<file path="config.mk">
export PLATFORM = sky130hd
export DESIGN_NAME = pipe_stage_reg_flat
export DESIGN_NICKNAME = d
export VERILOG_FILES = /design/src/rtl/pipe_pkg.sv /design/src/rtl/pipe_stage_reg_if.sv /design/src/rtl/pipe_stage_stats.sv /design/src/rtl/pipe_stage_reg.sv /design/src/flat_wrapper.sv
export SDC_FILE = /design/constraint.sdc
export NUM_CORES = 1
export LEC_CHECK = 0
export CAP_MARGIN = 0
export CORE_MARGIN = 5
export CORE_UTILIZATION = 40
export DETAILED_ROUTE_END_ITERATION = 16
export GPL_TIMING_DRIVEN = 0
export PLACE_DENSITY = 0.69
export SETUP_SLACK_MARGIN = 0.05
export SKIP_LAST_GASP = 1
export SLEW_MARGIN = 20
export SYNTH_ARGS = -nofsm -noshare
export SYNTH_HDL_FRONTEND = slang
export SYNTH_SLANG_ARGS = --single-unit
</file>
<file path="constraint.sdc">
create_clock -name CLK -period 1.8 [get_ports CLK]
set_clock_uncertainty 0.2 [all_clocks]
set_input_delay 0.45 -clock CLK [delete_from_list [all_inputs] [get_ports CLK]]
set_output_delay 0.45 -clock CLK [all_outputs]
set_load 0.05 [all_outputs]
</file>
<file path="src/rtl/pipe_pkg.sv">
// Shared constants for the 5-stage core pipeline registers.
// RV_NOP is the bubble value for the IF/ID instruction field.
package pipe_pkg;

  localparam int XLEN    = 32;
  localparam int STATS_W = 16;

  // Canonical RISC-V NOP: addi x0, x0, 0
  localparam logic [31:0] RV_NOP = 32'h0000_0013;

  // Per-stage payload widths (PC + instruction, operands, results, writeback).
  localparam int IFID_W  = 2 * XLEN;
  localparam int IDEX_W  = 4 * XLEN + 32;
  localparam int EXMEM_W = 3 * XLEN + 10;
  localparam int MEMWB_W = 2 * XLEN + 7;

  // Number of held entries given the two valid flags.
  function automatic logic [1:0] occ_count(input logic a, input logic b);
    return {1'b0, a} + {1'b0, b};
  endfunction

endpackage

</file>
<file path="src/rtl/pipe_stage_reg_if.sv">
// Handshake bundle for one pipeline stage register: upstream valid/ready/data,
// downstream valid/ready/data and the occupancy status.
// PIPE_STAGE_STATS_EN adds the bubble/stall counter outputs.
interface pipe_stage_reg_if #(
  parameter int WIDTH = 32
);
  logic             in_valid;
  logic             in_ready;
  logic [WIDTH-1:0] in_data;
  logic             out_valid;
  logic             out_ready;
  logic [WIDTH-1:0] out_data;
  logic [1:0]       occupancy;
`ifdef PIPE_STAGE_STATS_EN
  logic [15:0]      bubble_cnt;
  logic [15:0]      stall_cnt;
`endif

  // Environment side: drives the upstream word and the downstream ready.
  modport master (
    output in_valid, in_data, out_ready,
    input  in_ready, out_valid, out_data, occupancy
`ifdef PIPE_STAGE_STATS_EN
    , input bubble_cnt, stall_cnt
`endif
  );

  // Stage side: the pipeline register itself.
  modport slave (
    input  in_valid, in_data, out_ready,
    output in_ready, out_valid, out_data, occupancy
`ifdef PIPE_STAGE_STATS_EN
    , output bubble_cnt, stall_cnt
`endif
  );
endinterface

</file>
<file path="src/rtl/pipe_stage_stats.sv">
// Saturating bubble / stall counters for a pipeline stage register.
// Cleared only by CLR_N; the flush edge itself is not counted.
module pipe_stage_stats
  import pipe_pkg::*;
(
  input  logic               CLK,
  input  logic               CLR_N,
  input  logic               FLUSH,
  input  logic               out_valid,
  input  logic               out_ready,
  output logic [STATS_W-1:0] bubble_cnt,
  output logic [STATS_W-1:0] stall_cnt
);

  logic [STATS_W-1:0] bubble_cnt_reg;
  logic [STATS_W-1:0] stall_cnt_reg;

  // Count empty-output and blocked-output cycles, holding at all-ones.
  always_ff @(posedge CLK or negedge CLR_N) begin
    if (!CLR_N) begin
      bubble_cnt_reg <= '0;
      stall_cnt_reg  <= '0;
    end else if (!FLUSH) begin
      if (!out_valid && (bubble_cnt_reg != '1))
        bubble_cnt_reg <= bubble_cnt_reg + STATS_W'(1);
      if (out_valid && !out_ready && (stall_cnt_reg != '1))
        stall_cnt_reg <= stall_cnt_reg + STATS_W'(1);
    end
  end

  assign bubble_cnt = bubble_cnt_reg;
  assign stall_cnt  = stall_cnt_reg;

endmodule

</file>
<file path="src/rtl/pipe_stage_reg.sv">
// Inter-stage pipeline register with valid/ready handshake and a 2-entry
// skid buffer (main + skid), so in_ready depends only on local state.
// FLUSH squashes both entries. Optional macro: PIPE_STAGE_STATS_EN.
module pipe_stage_reg
  import pipe_pkg::*;
#(
  parameter int               WIDTH     = XLEN,
  parameter logic [WIDTH-1:0] RESET_VAL = {WIDTH{1'b0}}
) (
  input  logic                  CLK,
  input  logic                  CLR_N,
  input  logic                  FLUSH,
  pipe_stage_reg_if.slave       bus
);

  logic [WIDTH-1:0] main_data_reg;
  logic             main_valid_reg;
  logic [WIDTH-1:0] skid_data_reg;
  logic             skid_valid_reg;

  logic acc;
  logic pop;

  // in_ready comes straight from the skid flag: no combinational path
  // from out_ready back to the upstream stage.
  assign acc = bus.in_valid & ~skid_valid_reg;
  assign pop = main_valid_reg & bus.out_ready;

  // Main/skid update; data registers only load on real transfer events.
  always_ff @(posedge CLK or negedge CLR_N) begin
    if (!CLR_N) begin
      main_valid_reg <= 1'b0;
      skid_valid_reg <= 1'b0;
      main_data_reg  <= RESET_VAL;
      skid_data_reg  <= RESET_VAL;
    end else if (FLUSH) begin
      main_valid_reg <= 1'b0;
      skid_valid_reg <= 1'b0;
      main_data_reg  <= RESET_VAL;
      skid_data_reg  <= RESET_VAL;
    end else if (!main_valid_reg || pop) begin
      if (skid_valid_reg) begin
        main_data_reg  <= skid_data_reg;
        main_valid_reg <= 1'b1;
        if (acc) begin
          skid_data_reg <= bus.in_data;
        end else begin
          skid_valid_reg <= 1'b0;
        end
      end else if (acc) begin
        main_data_reg  <= bus.in_data;
        main_valid_reg <= 1'b1;
      end else begin
        main_valid_reg <= 1'b0;
      end
    end else if (acc) begin
      skid_data_reg  <= bus.in_data;
      skid_valid_reg <= 1'b1;
    end
  end

  assign bus.in_ready  = ~skid_valid_reg;
  assign bus.out_valid = main_valid_reg;
  assign bus.out_data  = main_data_reg;
  assign bus.occupancy = occ_count(main_valid_reg, skid_valid_reg);

`ifdef PIPE_STAGE_STATS_EN
  pipe_stage_stats u_stats (
    .CLK        (CLK),
    .CLR_N      (CLR_N),
    .FLUSH      (FLUSH),
    .out_valid  (main_valid_reg),
    .out_ready  (bus.out_ready),
    .bubble_cnt (bus.bubble_cnt),
    .stall_cnt  (bus.stall_cnt)
  );
`endif

endmodule

</file>
<file path="src/flat_wrapper.sv">
// flat-port wrapper written by rule: the top's interface ports become plain ports
module pipe_stage_reg_flat import pipe_pkg::*;
#(
  parameter int               WIDTH     = XLEN,
  parameter logic [WIDTH-1:0] RESET_VAL = {WIDTH{1'b0}}
)
  (CLK, CLR_N, FLUSH, bus_in_valid, bus_in_data, bus_out_ready, bus_in_ready, bus_out_valid, bus_out_data, bus_occupancy);
  pipe_stage_reg_if #(.WIDTH(WIDTH)) bus_i ();
  input  logic CLK;
  input  logic CLR_N;
  input  logic FLUSH;
  input wire logic [$bits(bus_i.in_valid)-1:0] bus_in_valid;
  input wire logic [$bits(bus_i.in_data)-1:0] bus_in_data;
  input wire logic [$bits(bus_i.out_ready)-1:0] bus_out_ready;
  output wire logic [$bits(bus_i.in_ready)-1:0] bus_in_ready;
  output wire logic [$bits(bus_i.out_valid)-1:0] bus_out_valid;
  output wire logic [$bits(bus_i.out_data)-1:0] bus_out_data;
  output wire logic [$bits(bus_i.occupancy)-1:0] bus_occupancy;
  assign bus_i.in_valid = bus_in_valid;
  assign bus_i.in_data = bus_in_data;
  assign bus_i.out_ready = bus_out_ready;
  assign bus_in_ready = bus_i.in_ready;
  assign bus_out_valid = bus_i.out_valid;
  assign bus_out_data = bus_i.out_data;
  assign bus_occupancy = bus_i.occupancy;
  pipe_stage_reg #(.WIDTH(WIDTH), .RESET_VAL(RESET_VAL)) u_core (.CLK(CLK), .CLR_N(CLR_N), .FLUSH(FLUSH), .bus(bus_i));
endmodule
</file>
==> implementation parameters <==
Parameter                              Value

Worst hold path
  Type of the worst min-delay path    register to register
  Number of instances on the worst hold path    1
  Startpoint of the worst hold path    u_core.skid_data_reg[5]$_DFFE_PN0P_
  Worst Hold End    u_core.skid_data_reg[5]$_DFFE_PN0P_

Placement
  Count of input and output buffers    71
  Worst-case setup slack after placement    -0.487 ns
  HPWL reported at the end of detailed placement    4.63 mm
  RD Place Congestion    0.723

STA
  Fmax    525 MHz
  Final Cycle Share    106%
  Final critical delay including setup and external delays    1.90 ns
  Slew at the pin with the worst max-slew slack    0.510 ns
  Unrepaired setup endpoints after global routing    yes
  Tightest slew margin relative to the limit    66.0%
  Total count of hold-check failures in the final report    0
  Max-slew violation count    0
  Total of endpoints with negative setup slack in the final report    60
  Worst setup slack after layout    -0.104 ns

Floorplan
  Initial Util    41.2%
  Total Die Area    9300 um2
  Die Y    96.4 um
  Width of the die    96.4 um
  Number of placement rows    31
  I/O pin cnt    73
  Core area    7250 um2

Logic synthesis
  Syn Nets    261
  Async SR Flop Fraction    100%
  Area share of the largest cell type after synthesis    55.3%
  Top post-synthesis cells by area    sky130_fd_sc_hd__dfrtp_1 55%, sky130_fd_sc_hd__mux2i_1 11%, sky130_fd_sc_hd__a22o_1 9.4%
  Number of enable-type register cells in the synthesized netlist    0
  Dominant cell by count in the synthesized netlist    sky130_fd_sc_hd__dfrtp_1
  Register bit count reported by yosys    66
  Dominant synthesized flop cell    sky130_fd_sc_hd__dfrtp_1
  Sequential-to-total area share from yosys stat    55.3%
  Most instantiated cells after synthesis    66 x sky130_fd_sc_hd__dfrtp_1, 34 x sky130_fd_sc_hd__nor2_1, 32 x sky130_fd_sc_hd__a22o_1, 32 x sky130_fd_sc_hd__mux2i_1, 22 x sky130_fd_sc_hd__mux2_2
  Synth warnings    0
  Cell type with the highest aggregate area in the netlist    sky130_fd_sc_hd__dfrtp_1
  Syn Area/Cell    13.4 um2
  Synthesized netlist cell count    223
  Number of distinct library cell variants in the gate-level netlist after synthesis    18
  Total standard cell area after synthesis    2990 um2

Setup path
  Buffers plus inverters on the worst setup path    3
  Type of the worst setup path    register to register
  Category of the worst setup path capture point    register
  Startpoint class of the critical path    register
  Crit path arrival time    1.93 ns
  Worst setup slack for register-to-register paths    -0.10 ns
  Worst reg2reg path startpoint    u_core.skid_valid_reg$_DFFE_PN0P_
  Largest stage delay on the critical path    0.42 ns
  Series of cell instances along the critical path    buf_6 > or2_4 > a21oi_4 > buf_12 > buf_8 > mux2_2
  Worst reg-to-reg path cell count    6
  Required time of the critical path    1.82 ns
  Cell type group with the largest total delay on the critical path    buffers and inverters
  Worst Path Max Fanout    5
  Crit-path slowest cell    sky130_fd_sc_hd__dfrtp_1
  Worst r2r dst    u_core.bus.out_data[18]$_DFFE_PN0P_

Power and ir drop
  Pleak    1.98 nW
  Peak ir drop on the vdd network    328 uV
  PD cells    864 nW/um2
  Overall Power    3.67 mW

Job
  Number of violations of the max-capacitance limit    0

CTS
  # H-tree levels    3
  Clk Latency, worst-skew pair    0.34 ns
  Root buf cell    sky130_fd_sc_hd__clkbuf_8
  TritonCTS clock tree    yes
  Number of buffers on the longest clock path    2
  Clock buffer count from CTS    9
  Clock sinks    66
  Clock-pin slew on the worst setup and hold paths    0.07 ns

Run status
  Failing checks    negative setup slack
  Result of the run    finished, violations left

Routing
  Via total after detailed routing    2141
  Via density per instance    5.09
  DR iter-0 viols    44
  Total length of routed wires    7.34 mm
  WL/cell    17.4 um
  Count of antenna-violating nets left after detailed routing    0
  Drt pass-1 iters    4
  DRC violations left    0

Layout
  Fin nets    355
  Fraction of final layout cells with drive strength greater than 1    37.3%
  Area overhead of the layout relative to synthesis    42.3%
  Core utilization of the finished layout    58.6%
  Number of diodes    0

Global routing
  Wire length of the first global-routing pass    11.3 mm
  Global-route usage over all layers    16.2%
  Antenna violations before repair    0
  Via count of the first global-routing pass    2205
  GR Overflow Total    0
  Largest net degree at the start of global routing    37
[where the power goes]
group / switching [mW] / total, mW / internal [mW]
combinational: 0.458 / 0.783 / 0.325
clock: 0.573 / 1.28 / 0.708
sequential: 0.0454 / 1.61 / 1.56
total: 1.08 / 3.67 / 2.60
[per-layer routing]
layer	share of wire [%]	vias up	track usage [%]
met1	46	1089	21.7
met4	0.95	0	4.79
met2	47	59	25.0
met3	5.7	9	5.42
li1	-	984	-
met5	0	-	0
[worst max-delay path by stage]
stage                                      start                             endpoint  slack [ns]  cells after the start
6_report       u_core.skid_valid_reg$_DFFE_PN0P_  u_core.bus.out_data[18]$_DFFE_PN0P_       -0.10                      6
5_1_grt        u_core.skid_valid_reg$_DFFE_PN0P_  u_core.skid_data_reg[8]$_DFFE_PN0P_       -0.14                      6
4_1_cts        u_core.skid_valid_reg$_DFFE_PN0P_   u_core.bus.out_data[5]$_DFFE_PN0P_       -0.08                      6
3_5_place_dp   u_core.skid_valid_reg$_DFFE_PN0P_                         bus_in_ready       -0.49                      4
3_3_place_gp                               CLR_N     u_core.bus.out_valid$_DFFE_PN0P_       -2.42                      1
2_1_floorplan   u_core.bus.out_valid$_DFFE_PN0P_                     bus_occupancy[0]        0.05                      1
[stage by stage]
stage          cells  area [um2]  hold WS (ns)  TNS [ns]
2_1_floorplan    223        2990       -0.0456         0
3_3_place_gp     393        3820         0.287   -169.90
3_5_place_dp     394        3840         0.215    -28.08
4_1_cts          418        4250         0.312     -4.07
5_1_grt          421        4250         0.319     -7.14
6_report         421        4250         0.307     -3.94
[cell type report]
type,count,area (um2)
clock inverter,5,52.6
inverter,1,8.76
clock buffer,11,151
tap,99,124
buffer,16,174
timing repair buffer,85,787
fill,621,3000
sequential,66,1650
multi-input combinational,138,1300
[layout by cell type, fill, tap and decap left out]
| master | count |
|---|---|
| sky130_fd_sc_hd__buf_12 | 4 |
| sky130_fd_sc_hd__mux2i_1 | 32 |
| sky130_fd_sc_hd__or2_4 | 1 |
| sky130_fd_sc_hd__clkinv_2 | 3 |
| sky130_fd_sc_hd__a21oi_4 | 1 |
| sky130_fd_sc_hd__nor2b_2 | 1 |
| sky130_fd_sc_hd__clkbuf_1 | 3 |
| sky130_fd_sc_hd__bufinv_16 | 1 |
| sky130_fd_sc_hd__ha_4 | 1 |
| sky130_fd_sc_hd__clkbuf_8 | 11 |
| sky130_fd_sc_hd__buf_4 | 9 |
| sky130_fd_sc_hd__dfrtp_1 | 65 |
| sky130_fd_sc_hd__nor2_2 | 1 |
| sky130_fd_sc_hd__dlygate4sd2_1 | 1 |
| sky130_fd_sc_hd__nor2_1 | 33 |
| sky130_fd_sc_hd__mux2_2 | 5 |
| sky130_fd_sc_hd__clkdlybuf4s15_2 | 6 |
| sky130_fd_sc_hd__buf_8 | 8 |
| sky130_fd_sc_hd__clkinv_4 | 1 |
| sky130_fd_sc_hd__buf_6 | 4 |
| sky130_fd_sc_hd__clkbuf_16 | 3 |
| sky130_fd_sc_hd__a21oi_1 | 1 |
| sky130_fd_sc_hd__dlygate4sd3_1 | 1 |
| sky130_fd_sc_hd__clkinvlp_4 | 1 |
| sky130_fd_sc_hd__a22o_1 | 32 |
| sky130_fd_sc_hd__dfrtp_2 | 1 |
| sky130_fd_sc_hd__nor3_1 | 1 |
| sky130_fd_sc_hd__nor4bb_4 | 1 |
| sky130_fd_sc_hd__nand2b_4 | 1 |
| sky130_fd_sc_hd__mux2_4 | 27 |
| sky130_fd_sc_hd__buf_2 | 29 |
| sky130_fd_sc_hd__clkdlybuf4s50_1 | 33 |
[logic make-up after synthesis]
kind of cell	share of synthesized area, %
multiplexers	24.0
AO/OA/AOI/OAI	10.1
AND/OR/NAND/NOR	5.70
flip-flops	55.3
adder cells (fa/ha/maj)	0.419
buffers and inverters	4.48
[repair_timing]
action | CTS | global route
setup buffers | 7 | 1
hold endpoints to repair | 30 | 0
cloned | 2 | 3
hold buffers | 1 | 0
endpoints found under the setup margin | 96 | 90
gates resized for setup | 150 | 76
pin swaps | 1 | 2
No activity file was read; power rests on OpenSTA's default activity.
